File: config.mk
export PLATFORM = sky130hd
export DESIGN_NAME = hs_npu_memory_responder_flat
export DESIGN_NICKNAME = d
export VERILOG_FILES = /design/src/rtl/hs_npu_pkg.sv /design/src/rtl/hs_npu_memory_responder_if.sv /design/src/rtl/hs_npu_latency_pipe.sv /design/src/rtl/hs_npu_memory_responder.sv /design/src/flat_wrapper.sv
export SDC_FILE = /design/constraint.sdc
export NUM_CORES = 1
export LEC_CHECK = 0
export CORE_MARGIN = 2
export CORE_UTILIZATION = 43
export CTS_CLUSTER_SIZE = 16
export DETAILED_ROUTE_END_ITERATION = 8
export DONT_BUFFER_PORTS = 1
export SYNTH_ARGS = -nofsm -noshare
export SYNTH_HDL_FRONTEND = slang
export SYNTH_HIERARCHICAL = 1
export SYNTH_SLANG_ARGS = --single-unit
File: constraint.sdc
create_clock -name clk -period 2.95 [get_ports clk]
set_input_delay 0.7375 -clock clk [delete_from_list [all_inputs] [get_ports clk]]
set_output_delay 0.7375 -clock clk [all_outputs]
set_load 0.05 [all_outputs]
File: src/rtl/hs_npu_pkg.sv
// Shared types for the hs_npu memory responder slice.
// Word type, responder FSM encoding and byte/word constants.
package hs_npu_pkg;

  typedef logic [31:0] uword;

  localparam int WORD_BYTES = 4;

  typedef enum logic [2:0] {
    S_IDLE,
    S_RD_ISSUE,
    S_RD_WAIT,
    S_RD_RESP,
    S_WR_ISSUE
  } mem_resp_state_t;

endpackage

File: src/rtl/hs_npu_memory_responder_if.sv
// Initiator-side read/write beat handshake of the memory responder.
// master = hs_npu initiator, slave = responder.
interface hs_npu_memory_responder_if
  import hs_npu_pkg::*;
#(
  parameter int BURST_SIZE = 2
) ();

  logic mem_read_ready_i;
  logic mem_write_valid_i;
  logic mem_invalidate_i;
  uword request_address_i;
  uword write_data_i [BURST_SIZE];
  logic mem_valid_o;
  logic mem_ready_o;
  uword read_data_o [BURST_SIZE];

  modport master (
    output mem_read_ready_i,
    output mem_write_valid_i,
    output mem_invalidate_i,
    output request_address_i,
    output write_data_i,
    input  mem_valid_o,
    input  mem_ready_o,
    input  read_data_o
  );

  modport slave (
    input  mem_read_ready_i,
    input  mem_write_valid_i,
    input  mem_invalidate_i,
    input  request_address_i,
    input  write_data_i,
    output mem_valid_o,
    output mem_ready_o,
    output read_data_o
  );

endinterface

File: src/rtl/hs_npu_latency_pipe.sv
// Valid+index shift register tagging fixed-latency SRAM returns.
// A synchronous flush drops every tag in flight.
module hs_npu_latency_pipe #(
  parameter int DEPTH = 1,
  parameter int IDX_W = 1
) (
  input  logic             clk,
  input  logic             rst_n,
  input  logic             flush_i,
  input  logic             valid_i,
  input  logic [IDX_W-1:0] idx_i,
  output logic             valid_o,
  output logic [IDX_W-1:0] idx_o
);

  logic [DEPTH-1:0] vld_q;
  logic [IDX_W-1:0] idx_q [DEPTH];

  always_ff @(posedge clk or negedge rst_n) begin
    if (!rst_n) begin
      vld_q <= '0;
      for (int i = 0; i < DEPTH; i++)
        idx_q[i] <= '0;
    end else if (flush_i) begin
      vld_q <= '0;
      for (int i = 0; i < DEPTH; i++)
        idx_q[i] <= '0;
    end else begin
      vld_q[0] <= valid_i;
      idx_q[0] <= idx_i;
      for (int i = 1; i < DEPTH; i++) begin
        vld_q[i] <= vld_q[i-1];
        idx_q[i] <= idx_q[i-1];
      end
    end
  end

  assign valid_o = vld_q[DEPTH-1];
  assign idx_o   = idx_q[DEPTH-1];

endmodule

File: src/rtl/hs_npu_memory_responder.sv
// Memory-side responder: splits each beat into word accesses on a
// single-port fixed-latency SRAM and returns reads as one pulse.
module hs_npu_memory_responder
  import hs_npu_pkg::*;
#(
  parameter int BURST_SIZE   = 2,
  parameter int ADDR_WIDTH   = 12,
  parameter int READ_LATENCY = 1
) (
  input  logic                  clk,
  input  logic                  rst_n,
  hs_npu_memory_responder_if.slave bus,
  output logic                  sram_req_o,
  output logic                  sram_we_o,
  output logic [ADDR_WIDTH-1:0] sram_addr_o,
  output uword                  sram_wdata_o,
  input  uword                  sram_rdata_i
);

  localparam int IDX_W = (BURST_SIZE > 1) ? $clog2(BURST_SIZE) : 1;
  localparam int LSB   = $clog2(WORD_BYTES);
  localparam logic [IDX_W-1:0] LAST = IDX_W'(BURST_SIZE - 1);

  mem_resp_state_t       state_q;
  logic                  valid_q;
  logic                  ready_q;
  logic                  req_q;
  logic                  we_q;
  logic [ADDR_WIDTH-1:0] addr_q;
  logic [ADDR_WIDTH-1:0] base_q;
  uword                  wdata_q;
  uword                  rdata_q [BURST_SIZE];
  uword                  wbuf_q  [BURST_SIZE];
  logic [IDX_W-1:0]      idx_q;

  logic                  pv;
  logic [IDX_W-1:0]      pidx;
  logic [IDX_W-1:0]      idx_nxt;
  logic [ADDR_WIDTH-1:0] base_in;
  logic                  rd_abort;
  logic                  unused_addr;

  assign base_in = bus.request_address_i[ADDR_WIDTH+LSB-1:LSB];
  assign unused_addr = ^{bus.request_address_i[31:ADDR_WIDTH+LSB],
                         bus.request_address_i[LSB-1:0]};
  assign idx_nxt = idx_q + 1'b1;
  assign rd_abort = bus.mem_invalidate_i &&
    (state_q inside {S_RD_ISSUE, S_RD_WAIT, S_RD_RESP});

  hs_npu_latency_pipe #(
    .DEPTH (READ_LATENCY),
    .IDX_W (IDX_W)
  ) u_pipe (
    .clk     (clk),
    .rst_n   (rst_n),
    .flush_i (rd_abort),
    .valid_i (req_q & ~we_q),
    .idx_i   (idx_q),
    .valid_o (pv),
    .idx_o   (pidx)
  );

  always_ff @(posedge clk or negedge rst_n) begin
    if (!rst_n) begin
      state_q <= S_IDLE;
      valid_q <= 1'b0;
      ready_q <= 1'b0;
      req_q   <= 1'b0;
      we_q    <= 1'b0;
      addr_q  <= '0;
      base_q  <= '0;
      wdata_q <= '0;
      idx_q   <= '0;
      for (int i = 0; i < BURST_SIZE; i++) begin
        rdata_q[i] <= '0;
        wbuf_q[i]  <= '0;
      end
    end else begin
      valid_q <= 1'b0;
      // words returning into an aborted read are dropped
      if (pv && !rd_abort)
        rdata_q[pidx] <= sram_rdata_i;
      unique case (state_q)
        S_IDLE: begin
          ready_q <= 1'b1;
          if (bus.mem_invalidate_i) begin
            state_q <= S_IDLE;
          end else if (bus.mem_write_valid_i) begin
            state_q <= S_WR_ISSUE;
            ready_q <= 1'b0;
            base_q  <= base_in;
            addr_q  <= base_in;
            wbuf_q  <= bus.write_data_i;
            wdata_q <= bus.write_data_i[0];
            req_q   <= 1'b1;
            we_q    <= 1'b1;
            idx_q   <= '0;
          end else if (bus.mem_read_ready_i) begin
            state_q <= S_RD_ISSUE;
            ready_q <= 1'b0;
            base_q  <= base_in;
            addr_q  <= base_in;
            req_q   <= 1'b1;
            we_q    <= 1'b0;
            idx_q   <= '0;
          end
        end
        S_RD_ISSUE: begin
          if (rd_abort) begin
            state_q <= S_IDLE;
            req_q   <= 1'b0;
            ready_q <= 1'b1;
          end else if (idx_q == LAST) begin
            state_q <= S_RD_WAIT;
            req_q   <= 1'b0;
          end else begin
            idx_q  <= idx_nxt;
            addr_q <= base_q + ADDR_WIDTH'(idx_nxt);
          end
        end
        S_RD_WAIT: begin
          if (rd_abort) begin
            state_q <= S_IDLE;
            ready_q <= 1'b1;
          end else if (pv && pidx == LAST) begin
            state_q <= S_RD_RESP;
            valid_q <= 1'b1;
          end
        end
        S_RD_RESP: begin
          state_q <= S_IDLE;
          ready_q <= 1'b1;
        end
        S_WR_ISSUE: begin
          if (idx_q == LAST) begin
            state_q <= S_IDLE;
            req_q   <= 1'b0;
            we_q    <= 1'b0;
            ready_q <= 1'b1;
          end else begin
            idx_q   <= idx_nxt;
            addr_q  <= base_q + ADDR_WIDTH'(idx_nxt);
            wdata_q <= wbuf_q[idx_nxt];
          end
        end
        default: begin
          state_q <= S_IDLE;
          req_q   <= 1'b0;
          we_q    <= 1'b0;
        end
      endcase
    end
  end

  assign bus.mem_valid_o = valid_q;
  assign bus.mem_ready_o = ready_q;
  assign bus.read_data_o = rdata_q;
  assign sram_req_o      = req_q;
  assign sram_we_o       = we_q;
  assign sram_addr_o     = addr_q;
  assign sram_wdata_o    = wdata_q;

endmodule

File: src/flat_wrapper.sv
// flat-port wrapper written by rule: the top's interface ports become plain ports
module hs_npu_memory_responder_flat import hs_npu_pkg::*;
#(
  parameter int BURST_SIZE   = 2,
  parameter int ADDR_WIDTH   = 12,
  parameter int READ_LATENCY = 1
)
  (clk, rst_n, sram_req_o, sram_we_o, sram_addr_o, sram_wdata_o, sram_rdata_i, bus_mem_read_ready_i, bus_mem_write_valid_i, bus_mem_invalidate_i, bus_request_address_i, bus_write_data_i, bus_mem_valid_o, bus_mem_ready_o, bus_read_data_o);
  hs_npu_memory_responder_if #(.BURST_SIZE(BURST_SIZE)) bus_i ();
  input  logic clk;
  input  logic rst_n;
  output logic sram_req_o;
  output logic sram_we_o;
  output logic [ADDR_WIDTH-1:0] sram_addr_o;
  output uword sram_wdata_o;
  input  uword sram_rdata_i;
  input wire logic [$bits(bus_i.mem_read_ready_i)-1:0] bus_mem_read_ready_i;
  input wire logic [$bits(bus_i.mem_write_valid_i)-1:0] bus_mem_write_valid_i;
  input wire logic [$bits(bus_i.mem_invalidate_i)-1:0] bus_mem_invalidate_i;
  input wire logic [$bits(bus_i.request_address_i)-1:0] bus_request_address_i;
  input wire logic [$bits(bus_i.write_data_i)-1:0] bus_write_data_i;
  output wire logic [$bits(bus_i.mem_valid_o)-1:0] bus_mem_valid_o;
  output wire logic [$bits(bus_i.mem_ready_o)-1:0] bus_mem_ready_o;
  output wire logic [$bits(bus_i.read_data_o)-1:0] bus_read_data_o;
  assign bus_i.mem_read_ready_i = bus_mem_read_ready_i;
  assign bus_i.mem_write_valid_i = bus_mem_write_valid_i;
  assign bus_i.mem_invalidate_i = bus_mem_invalidate_i;
  assign bus_i.request_address_i = bus_request_address_i;
  assign bus_i.write_data_i = {>>{bus_write_data_i}};
  assign bus_mem_valid_o = bus_i.mem_valid_o;
  assign bus_mem_ready_o = bus_i.mem_ready_o;
  assign bus_read_data_o = {>>{bus_i.read_data_o}};
  hs_npu_memory_responder #(.BURST_SIZE(BURST_SIZE), .ADDR_WIDTH(ADDR_WIDTH), .READ_LATENCY(READ_LATENCY)) u_core (.clk(clk), .rst_n(rst_n), .bus(bus_i), .sram_req_o(sram_req_o), .sram_we_o(sram_we_o), .sram_addr_o(sram_addr_o), .sram_wdata_o(sram_wdata_o), .sram_rdata_i(sram_rdata_i));
endmodule
==> metrics.cfg <==
[cts]
postCtsSetupRepairBufs=0
cts_tree=yes
insertion_delay_ns=0.42
clk_pin_slew_ns=0.07
post_cts_resize_count=0
cts_buffer_depth=2
cts_root_buf=clkbuf_16
cts_buffers=17
cts.htree.levels=4
cts.sinks=194

[worst_setup_path]
ff2ff_path_depth=5
critical_path.slowest_cell=dfrtp_1
ff2ff_setup_slack_ns=0.64
startpoint_type=flop
rr_startpoint=u_core/state_q[0]$_DFFE_PN0P_
crit_path_max_incr_delay_ns=0.63
critPathArrivalTime_ns=2.61
startpoint=u_core/state_q[0]$_DFFE_PN0P_
crit_required_ns=3.26
crit_chain=or4b_4, o21ai_2, o21bai_4, nor2_8, mux2_2
crit_end=u_core/base_q[10]$_DFFE_PN0P_
cp-end-kind=flop
worst_r2r_endpoint=u_core/base_q[10]$_DFFE_PN0P_
crit_fanout=22
crit_type=flop to flop

[floorplan]
die_h_um=142.4
coreArea_um2=18770
start_util_pct=43.89
die_w_um=142.4
core.rowCount=50
io_pins=245
die_area_um2=20280

[logic_synthesis]
synthTopCellsByArea=dfrtp_1, mux2_2, o21ai_0
yosys.area_share.simple_pct=7.093
ys_types=39
synthesis.nets=783
synthArstFlopShare_pct=100.0
yosysWarningCount=6
syn_area_um2=8238
synth_edf_count=0
synthMuxAreaShare_pct=23.63
ys_ff_latch=194
postSynthAreaPerCell_um2=12.71
yosysSeqAreaShare_pct=58.93
synth_compound_area_share_pct=6.440
synth.top_cell.area_share_pct=58.93
synth-adder-area-share_pct=0.3038
synth_cells=648
synth_top_family_by_area=multiplexers
synth_xor_area_share_pct=1.170
synthFlopType=dfrtp_1
yosysTopAreaCell=dfrtp_1

[timing]
fmax_ghz=0.4337
final.setup.tns_ns=0
fin_skew_ns=0.01208
period_share_pct=78.16
final.min_clock_period_ns=2.306
tightest_slew_ns=1.154
finalSetupViolCount=0
drv_slew=0
timing.final.hold_violations=0
relSlewSlack_pct=23.08
rsz0062_at_grt=no

[worst_hold_path]
hold_class=input port to async pin

[routing]
drc=0
postRouteAntennaNets=0
vias_per_cell=5.510
drt_iter0_markers=167
totalWireLength_mm=17.14
first_pass_iters=4
dr_total_vias=4865
wl_per_cell_um=19.41

[finish]
finalNetCount=771
syn_to_final_growth_pct=10.13
drive_gt1_share_pct=28.40
fillers=1656
final_cell_mix=dfrtp_1, mux2_2, nand2_1, o21ai_0, mux2i_1
mostFrequentLayoutCell=dfrtp_1

[placement]
io_buffers=0
place_congestion=0.7873
hpwl_mm=11.29

[global_route]
overflow=0
grt_pass1_vias=5082
grt_util_all_layers_pct=16.64
grt_start_max_net_pins=195
grt_pass1_wl_mm=26.34
antenna_found_initial=1

[outcome]
outcome=completed

[job]
max_cap_violations=0

flip-flops by register name, summed over array words and instances (netlist names), 3 cells and up:
register / cells
u_core/state_q: 3
u_core/sram_addr_o: 12
u_core/sram_wdata_o: 32
u_core/bus.read_data_o: 64
u_core/base_q: 12
u_core/wbuf_q: 64
worst min-delay path by stage:
stage	from	to	slack, ns	cells after the start
after floorplan	rst_n	u_core/base_q[0]$_DFFE_PN0P_	0.44	0
after global placement	rst_n	u_core/bus.read_data_o[9]$_DFFE_PN0P_	0.45	0
after detailed placement	rst_n	u_core/bus.read_data_o[41]$_DFFE_PN0P_	0.45	0
after CTS	rst_n	u_core/bus.read_data_o[9]$_DFFE_PN0P_	-0.02	0
after global routing	rst_n	u_core/sram_wdata_o[24]$_DFFE_PN0P_	-0.02	0
final	rst_n	u_core/sram_addr_o[8]$_DFFE_PN0P_	0.01	0
kinds of logic after synthesis:
family / after synthesis
DFF: 194
adders and majority gates: 2
buffers and inverters: 42
xor gates and xnor gates: 11
AOI/OAI and AO/OA: 94
muxes: 177
and+or+nand+nor: 128
routing by layer:
layer	routed length (um)	GRT usage [%]	part of all wire, %	up-vias
li1	-	-	-	2240
met1	6856	19.19	40	2402
met2	8111	27.31	47	197
met3	1821	7.705	11	26
met4	346	5.993	2.0	0
met5	0	0	0	-
cell type report:
| type | instances | area, um^2 | share of cell area [%] |
|---|---|---|---|
| Sequential cell | 194 | 4856 | 53.52 |
| Inverter | 4 | 15.01 | 0.1655 |
| Clock inverter | 13 | 171.4 | 1.889 |
| Antenna cell | 1 | 2.502 | 0.02758 |
| Clock buffer | 18 | 439.2 | 4.841 |
| Timing Repair Buffer | 7 | 97.59 | 1.076 |
| Tap cell | 234 | 292.8 | 3.227 |
| Multi-Input combinational cell | 412 | 3198 | 35.25 |
Yosys cell counts (all sizes together), types with 4 or more instances:
master / number
nand3: 7
o21ai: 77
inv: 4
nor3: 4
dfrtp: 194
nand2: 79
mux2i: 37
buf: 26
nor2: 17
xnor2: 7
mux2: 140
xor2: 4
and2: 4
clkbuf: 12
critical path: cells and delay by family (launching register included):
kind / cells / cell delay, ns
simple gates: 2 / 0.85
flops: 1 / 0.63
mux: 1 / 0.38
compound gates: 2 / 0.32
per-stage QoR:
stage	utilization, %	worst slack (ns)	instances	area [um^2]	hold WS [ns]
floorplan	-	0.7642	648	8238	0.4419
global placement	44.93	0.5597	850	8432	0.4463
detailed placement	44.93	0.5505	850	8432	0.4456
CTS	48.18	0.6609	881	9042	-0.02137
global route	48.34	0.4256	883	9072	-0.02457
finish	48.34	0.6443	883	9072	0.01497
Power is left out: the tool's default activity adds up to more than one toggle a clock period on the data nets, which glitch-free logic cannot reach.
